**config.mk**
```make
export PLATFORM = sky130hd
export DESIGN_NAME = uart_rx_flat
export DESIGN_NICKNAME = d
export VERILOG_FILES = /design/src/rtl/uart_rx_if.sv /design/src/rtl/uart_rx.sv /design/src/flat_wrapper.sv
export SDC_FILE = /design/constraint.sdc
export NUM_CORES = 1
export LEC_CHECK = 0
export ABC_AREA = 1
export BUFFER_PORTS_ARGS = -buffer_cell sky130_fd_sc_hd__buf_2
export CORE_MARGIN = 2
export CORE_UTILIZATION = 45
export DETAILED_ROUTE_END_ITERATION = 10
export GPL_TIMING_DRIVEN = 0
export SETUP_SLACK_MARGIN = 0.15
export SKIP_LAST_GASP = 1
export SYNTH_ARGS = -nofsm -noshare
export SYNTH_HDL_FRONTEND = slang
export SYNTH_SLANG_ARGS = --single-unit
```
**constraint.sdc**
```tcl
create_clock -name sysclk_in -period 1.7 [get_ports sysclk_in]
set_input_delay 0.255 -clock sysclk_in [delete_from_list [all_inputs] [get_ports sysclk_in]]
set_output_delay 0.255 -clock sysclk_in [all_outputs]
set_load 0.005 [all_outputs]
```
**src/rtl/uart_rx_if.sv**
```systemverilog
// Parallel-side bundle of uart_rx: serial pin plus received-word outputs.
interface uart_rx_if #(
  parameter int unsigned DATA_BITS = 8
);
  logic                 rx_serial_in;
  logic [DATA_BITS-1:0] rx_data_out;
  logic                 rx_valid_out;
  logic                 rx_busy_out;
  logic                 rx_frame_err_out;

  modport master (
    input  rx_serial_in,
    output rx_data_out,
    output rx_valid_out,
    output rx_busy_out,
    output rx_frame_err_out
  );

  modport slave (
    output rx_serial_in,
    input  rx_data_out,
    input  rx_valid_out,
    input  rx_busy_out,
    input  rx_frame_err_out
  );
endinterface

```
**src/rtl/uart_rx.sv**
```systemverilog
// Oversampling UART receiver (start, DATA_BITS LSB-first, one stop bit).
// Define UART_RX_MAJORITY_EN for 2-of-3 majority sampling around each bit centre.
module uart_rx #(
  parameter int unsigned CLK_DIV      = 4,
  parameter int unsigned OVERSAMPLING = 8,
  parameter int unsigned DATA_BITS    = 8
) (
  input  logic      sysclk_in,
  input  logic      nrst_in,
  uart_rx_if.master rx
);

  localparam int unsigned PW = (CLK_DIV > 1) ? $clog2(CLK_DIV) : 1;
  localparam int unsigned TW = $clog2(OVERSAMPLING);
  localparam int unsigned BW = $clog2(DATA_BITS + 1);

  localparam logic [2:0] S_IDLE  = 3'd0;
  localparam logic [2:0] S_START = 3'd1;
  localparam logic [2:0] S_DATA  = 3'd2;
  localparam logic [2:0] S_STOP  = 3'd3;
  localparam logic [2:0] S_WAIT  = 3'd4;

  logic                 sync1;
  logic                 rxs;
  logic                 rxs_prev;
  logic [1:0]           fill;
  logic                 fall;
  logic [PW-1:0]        pre;
  logic                 tick;
  logic [TW-1:0]        tick_cnt;
  logic                 tick_last;
  logic [BW-1:0]        bit_idx;
  logic [DATA_BITS-1:0] shift;
  logic [DATA_BITS-1:0] shift_nx;
  logic [DATA_BITS-1:0] data;
  logic                 valid;
  logic                 ferr;
  logic [2:0]           state;
  logic                 sample;

  // fill marks when the synchronizer holds real line values, so a line that is
  // already low when reset releases never looks like a falling edge.
  always_ff @(posedge sysclk_in or negedge nrst_in) begin
    if (!nrst_in) begin
      sync1    <= 1'b1;
      rxs      <= 1'b1;
      fill     <= '0;
      rxs_prev <= 1'b0;
    end else begin
      sync1    <= rx.rx_serial_in;
      rxs      <= sync1;
      fill     <= {fill[0], 1'b1};
      rxs_prev <= fill[1] & rxs;
    end
  end

  assign fall      = rxs_prev & ~rxs;
  assign tick      = (pre == PW'(CLK_DIV - 1));
  assign tick_last = (tick_cnt == TW'(OVERSAMPLING - 1));

`ifdef UART_RX_MAJORITY_EN
  // Decision one tick past centre; the counter restarts there, so later bits
  // inherit the same one-tick offset without further adjustment.
  localparam int unsigned START_AT = OVERSAMPLING / 2;
  logic [1:0] win;

  always_ff @(posedge sysclk_in or negedge nrst_in) begin
    if (!nrst_in) begin
      win <= '1;
    end else if (tick) begin
      win <= {win[0], rxs};
    end
  end

  assign sample = (win[1] & win[0]) | (win[1] & rxs) | (win[0] & rxs);
`else
  localparam int unsigned START_AT = OVERSAMPLING / 2 - 1;
  assign sample = rxs;
`endif

  generate
    if (DATA_BITS > 1) begin : g_shift
      assign shift_nx = {sample, shift[DATA_BITS-1:1]};
    end else begin : g_shift1
      assign shift_nx = sample;
    end
  endgenerate

  always_ff @(posedge sysclk_in or negedge nrst_in) begin
    if (!nrst_in) begin
      pre      <= '0;
      tick_cnt <= '0;
      bit_idx  <= '0;
      shift    <= '0;
      data     <= '0;
      valid    <= 1'b0;
      ferr     <= 1'b0;
      state    <= S_IDLE;
    end else begin
      valid <= 1'b0;
      ferr  <= 1'b0;
      pre   <= tick ? '0 : pre + PW'(1);
      if (tick) begin
        tick_cnt <= tick_last ? '0 : tick_cnt + TW'(1);
      end

      case (state)
        S_IDLE: begin
          if (fall) begin
            pre      <= '0;
            tick_cnt <= '0;
            state    <= S_START;
          end
        end
        S_START: begin
          if (tick && tick_cnt == TW'(START_AT)) begin
            if (!sample) begin
              tick_cnt <= '0;
              bit_idx  <= '0;
              state    <= S_DATA;
            end else begin
              state <= S_IDLE;
            end
          end
        end
        S_DATA: begin
          if (tick && tick_last) begin
            shift   <= shift_nx;
            bit_idx <= bit_idx + BW'(1);
            if (bit_idx == BW'(DATA_BITS - 1)) begin
              state <= S_STOP;
            end
          end
        end
        S_STOP: begin
          if (tick && tick_last) begin
            if (sample) begin
              data  <= shift;
              valid <= 1'b1;
              state <= S_IDLE;
            end else begin
              ferr  <= 1'b1;
              state <= S_WAIT;
            end
          end
        end
        S_WAIT: begin
          if (tick && rxs) begin
            state <= S_IDLE;
          end
        end
        default: state <= S_IDLE;
      endcase
    end
  end

  assign rx.rx_data_out      = data;
  assign rx.rx_valid_out     = valid;
  assign rx.rx_frame_err_out = ferr;
  assign rx.rx_busy_out      = (state != S_IDLE);

endmodule

```
**src/flat_wrapper.sv**
```systemverilog
// flat-port wrapper written by rule: the top's interface ports become plain ports
module uart_rx_flat 
#(
  parameter int unsigned CLK_DIV      = 4,
  parameter int unsigned OVERSAMPLING = 8,
  parameter int unsigned DATA_BITS    = 8
)
  (sysclk_in, nrst_in, rx_rx_serial_in, rx_rx_data_out, rx_rx_valid_out, rx_rx_busy_out, rx_rx_frame_err_out);
  uart_rx_if #(.DATA_BITS(DATA_BITS)) rx_i ();
  input  logic sysclk_in;
  input  logic nrst_in;
  input wire logic [$bits(rx_i.rx_serial_in)-1:0] rx_rx_serial_in;
  output wire logic [$bits(rx_i.rx_data_out)-1:0] rx_rx_data_out;
  output wire logic [$bits(rx_i.rx_valid_out)-1:0] rx_rx_valid_out;
  output wire logic [$bits(rx_i.rx_busy_out)-1:0] rx_rx_busy_out;
  output wire logic [$bits(rx_i.rx_frame_err_out)-1:0] rx_rx_frame_err_out;
  assign rx_i.rx_serial_in = rx_rx_serial_in;
  assign rx_rx_data_out = rx_i.rx_data_out;
  assign rx_rx_valid_out = rx_i.rx_valid_out;
  assign rx_rx_busy_out = rx_i.rx_busy_out;
  assign rx_rx_frame_err_out = rx_i.rx_frame_err_out;
  uart_rx #(.CLK_DIV(CLK_DIV), .OVERSAMPLING(OVERSAMPLING), .DATA_BITS(DATA_BITS)) u_core (.sysclk_in(sysclk_in), .nrst_in(nrst_in), .rx(rx_i));
endmodule
```
**Word-level counts from Yosys, hierarchy flattened**

Index checks and enable logic that the tools add are counted.
Widths: inputs -> output; s select.

- Register bits: 35
- Input port bits: 3
- Output and inout port bits: 11
- Logic and storage cells: 71

- $add $sub $neg: 3
- Equal/unequal tests: 15
- Multiplexer cells: 28
- Bitwise gates (word level): 3
- Reductions and logical operators: 10

Operators with widths:

| kind | number |
|---|---|
| $mux 3 | 12 |
| $pmux 3 s5 | 1 |
| $mux 4 | 3 |
| $ne 2x1->1 const B | 6 |
| $eq 3x2->1 const B | 3 |
| $mux 2 | 4 |
| $pmux 4 s2 | 1 |
| $eq 3x3->1 const B | 2 |
| $mux 1 | 6 |
| $pmux 3 s2 | 1 |
| $reduce_and 6->1 | 1 |
| $add 4x1->4 const B | 1 |
| $eq 4x3->1 const B | 1 |
| $reduce_and 4->1 | 1 |
| $add 3x1->3 const B | 1 |
| $eq 3x1->1 const B | 1 |
| $logic_and 1x1->1 | 3 |
| $logic_not 3->1 | 1 |
| $reduce_and 3->1 | 1 |
| $reduce_bool 3->1 | 1 |
| $add 2x1->2 const B | 1 |
| $and 1x1->1 | 2 |
| $eq 2x2->1 const B | 1 |
| $ne 2x2->1 const B | 1 |
| 3 further kinds | 3 |

**Longest topological paths before layout**

- Word-level depth: 6
- Depth in mapped cells: 9

**Least setup slack after synthesis**

Ideal clock, no wire load.

- Kind: flip-flop to flip-flop
- Start point: register u_core.tick_cnt[0]
- End point: register u_core.state[1]
- Setup time: 0.117 ns
- Arrival: 1.275 ns
- Required time: 1.583 ns
- Slack: 0.308 ns
- Cell stages (with the launch flop): 9
- Buffers on the path: 0
- Clock period less this slack: 1.392 ns
- Cells stage by stage: dfrtp_1 > ha_1 > ha_1 > nand2_4 > or2_0 > o21ai_2 > nand2_1 > nand2_1 > nand2_1

- Word-level cells in the longest chain between the ends: 4

Ends and longest elaborated chain:

| what | line | source |
|---|---|---|
| start: declaration | uart_rx.sv:30 | `logic [TW-1:0] tick_cnt;` |
| start signal: assignment | uart_rx.sv:104 | `tick_cnt <= tick_last ? '0 : tick_cnt + TW'(1);` |
| $eq 3x3->1 or $eq 3x2->1 (tied branches) | uart_rx.sv:59, uart_rx.sv:116 |  |
| $logic_and 1x1->1 (on tied branches) | uart_rx.sv:127, uart_rx.sv:136, uart_rx.sv:116 |  |
| $ne 2x1->1 (no source line) | -- |  |
| $reduce_and 6->1 (no source line) (*) | -- |  |
| end signal: assignment | uart_rx.sv:131 | `state <= S_STOP;` |
| end signal: assignment | uart_rx.sv:140 | `state <= S_IDLE;` |
| end signal: assignment | uart_rx.sv:143 | `state <= S_WAIT;` |
| end: declaration | uart_rx.sv:38 | `logic [2:0] state;` |

Mark *: on every way between the ends. The rest lies on a longest branch, timed or not.
A chain may end at the register's enable or synchronous reset.

**Worst setup path after layout**

- Start point: register u_core.state[2]
- End point: output port rx_rx_busy_out

- Word-level cells in the longest chain between the ends: 1

Ends and longest elaborated chain:

| what | line | source |
|---|---|---|
| start signal: assignment | uart_rx.sv:98 | `state <= S_IDLE;` |
| start signal: assignment | uart_rx.sv:112 | `state <= S_START;` |
| start signal: assignment | uart_rx.sv:120 | `state <= S_DATA;` |
| $reduce_bool 3->1 | uart_rx.sv:160 | `assign rx.rx_busy_out = (state != S_IDLE);` |
| end: declaration | flat_wrapper.sv:15 | `output wire logic [$bits(rx_i.rx_busy_out)-1:0] rx_rx_busy_out;` |

No other way between the ends.

==> results.py <==
metrics = {
    "sta": {
        "worstMarginPinSlew_ps": 751,
        "hold_viol_final": 0,
        "setup_tns_ps": 0,
        "fmax_ghz": 0.660,
        "clock_skew_ps": 7.54,
        "fin_crit_sh": 0.891,
        "slew_headroom": 0.500,
        "rsz0062_at_grt": "true",
        "setup_violations": 0,
        "drv_slew": 0,
        "whs_ps": 349,
        "period_minus_slack_ps": 1510,
    },
    "setup_path": {
        "slowest_delay_ps": 450,
        "r2r_slack_ps": 210,
        "crit_arrival_ps": 1260,
        "worstPathRequired_ps": 1440,
        "crit_chain": "nor2_4 -> inv_2 -> nor2_4 -> inv_1 -> buf_2",
        "crit_type": "register to output pin",
        "cp_slowest_cell": "dfrtp_2",
        "end_kind": "output pin",
        "crit_path_start_kind": "register",
        "crit_top_cell": "nor2_4",
        "cp_max_fo": 4,
    },
    "clocking": {
        "ctsLongestPathBuffers": 2,
        "clk_pin_slew_ps": 100,
        "cts_tree": "built",
        "cts_root_buf": "clkbuf_4",
        "htree_levels": 2,
        "cts.sinks": 35,
        "insertion_delay_ps": 340,
        "cts_buffers": 5,
    },
    "floorplanning": {
        "ios": 14,
        "dieArea_sq_um": 4040,
        "die_y_um": 63.6,
        "start_util": 0.475,
        "coreArea_sq_um": 3360,
        "rows": 21,
        "die_x_um": 63.6,
    },
    "synthesis": {
        "synthArstFlopShare": 1.00,
        "synth.cell_area_sq_um": 1600,
        "synth_top_cell_area_share": 0.517,
        "post-synth-top-count-cell": "nand2_1",
        "synth_cells": 163,
        "syn_avg_cell_area_sq_um": 9.80,
        "synthFlopType": "dfrtp_1",
        "yosysTopAreaCell": "dfrtp_1",
        "synth_area_leaders": "dfrtp_1 52%, nand2_1 9.2%, o21ai_2 8.8%, inv_1 4.0%, ha_1 3.9%",
        "ys_warn_count": 0,
        "synth_edf_count": 0,
        "syn_nets": 171,
        "ys_types": 22,
        "synth_seq_cells": 35,
        "yosys-top-cells-count": "39 x nand2_1, 33 x dfrtp_1, 17 x inv_1",
        "ys_seq_area_frac": 0.550,
    },
    "routing": {
        "drc_errors": 0,
        "num_vias": 1132,
        "routed_wl_um": 2750,
        "via_per_inst": 4.82,
        "post_drt_wl_per_cell_um": 11.7,
        "drtAntennaViolNets": 0,
        "drt_iter0_drc": 81,
        "firstDrtPassIters": 4,
    },
    "placement": {
        "dp_hpwl_um": 1830,
        "finalWeightedCongestion": 0.734,
        "dp_cells": 222,
        "port_buffers": 13,
    },
    "power": {
        "irDropWorstVdd_mv": 0.757,
        "leakage_uw": 0.000957,
        "p_per_area_nw_per_um2": 1180,
    },
    "global_route": {
        "grt_pass1_vias": 1071,
        "grt_use_total": 0.153,
        "antenna_found_initial": 0,
        "grt_pass1_wl_um": 4700,
        "grt_max_degree": 36,
        "grt_overflow_total": 0,
    },
    "cells_and_area": {
        "fillers": 326,
        "stdcell_count": 235,
        "area_growth_pct": 17.1,
        "num-nets-final": 196,
        "diodes": 0,
        "drive_above_1_share": 0.365,
    },
    "run": {
        "drv_cap": 0,
    },
    "run_status": {
        "status": "completed",
    },
    "worst_hold_path": {
        "hold_class": "register to register",
    },
}
==> area by class of cell <==
class | instances | area [sq um] | area share
well taps | 46 | 57.6 | 0.0307
multi-input cells | 104 | 652 | 0.348
clock inverters | 2 | 12.5 | 0.00668
inverters | 20 | 75.1 | 0.0401
flip-flops and latches | 35 | 881 | 0.471
plain buffers | 4 | 45.0 | 0.0241
clock buffers | 6 | 41.3 | 0.0221
repair buffers | 18 | 108 | 0.0575
==> cell usage in the layout, fill, tap and decap left out, types with 2 or more instances in the layout <==
master,synthesis,routed
nand2_1,39,39
dfrtp_1,33,31
inv_1,17,16
o21ai_2,16,16
buf_2,0,13
nor2_1,10,8
nand3_1,8,7
o21ai_0,6,6
nand2_2,6,6
clkbuf_4,0,5
buf_6,4,4
inv_2,3,4
nor2_4,1,3
nor2_2,3,3
ha_1,5,3
buf_4,0,3
nand2_4,2,2
nor3_1,2,2
ha_4,0,2
dlygate4sd3_1,0,2
dfstp_2,2,2
dfrtp_2,0,2
==> path summary, 6_finish.rpt <==
kind | startpoint | to | depth (start not counted)
worst max-delay path | u_core.state[2] | rx_rx_busy_out | 5
min in group asynchronous | nrst_in | u_core.bit_idx[2] | 2
worst max register to register | u_core.tick_cnt[0] | u_core.state[0] | 8
max in group asynchronous | nrst_in | u_core.state[2] | 2
worst min-delay path | u_core.fill[0] | u_core.fill[1] | 0
worst min register to register | u_core.fill[0] | u_core.fill[1] | 0
==> per-layer routing <==
metal  vias up  global-route usage  part of all wire
met4         0              0.0679             0.017
met5         -                   0                 0
met1       548               0.182              0.44
li1        560                   -                 -
met2        19               0.246              0.49
met3         5              0.0571             0.046
==> per-stage QoR <==
stage	worst slack (ps)	instance area, sq um	util	total power, uW
CTS	143	1820	0.542	2130
global placement	175	1720	0.512	1630
detailed placement	153	1720	0.512	1660
floorplan	308	1600	-	1530
finish	185	1870	0.557	2210
global route	128	1870	0.557	2390
==> where the power goes <==
group	internal [uW]	switching [uW]
Clock	159	278
Sequential	947	91.0
Combinational	317	413
==> worst max-delay path, delay by kind of cell (launching register included) <==
| kind | cells | cell delay (ps) |
|---|---|---|
| and+or+nand+nor | 2 | 260 |
| DFF | 1 | 450 |
| buffers and inverters | 3 | 210 |
==> what timing repair did <==
| item | CTS | global route |
|---|---|---|
| setup endpoints to repair | 4 | 23 |
| hold buffers | 2 | 0 |
| resized for setup | 4 | 9 |
| setup buffers | 2 | 1 |
| hold endpoints to repair | 21 | 0 |
| pin swaps | 0 | 4 |
==> state kept, by name, indices dropped and copies added, names as in the netlist <==
register                    cells
u_core.rxs                      1
u_core.rxs_prev                 1
u_core.state                    3
u_core.tick_cnt                 3
u_core.shift                    8
u_core.rx.rx_frame_err_out      1
u_core.fill                     2
u_core.pre                      2
u_core.sync1                    1
u_core.rx.rx_valid_out          1
u_core.bit_idx                  4
u_core.rx.rx_data_out           8
==> cell families after synthesis <==
group / share of synthesized area
flops: 0.550
simple gates: 0.218
other cells: 0.00235
fa+ha+maj: 0.0392
mux: 0.00626
compound gates: 0.110
buf+inv: 0.0752
Power figures use the tool's default switching activity.
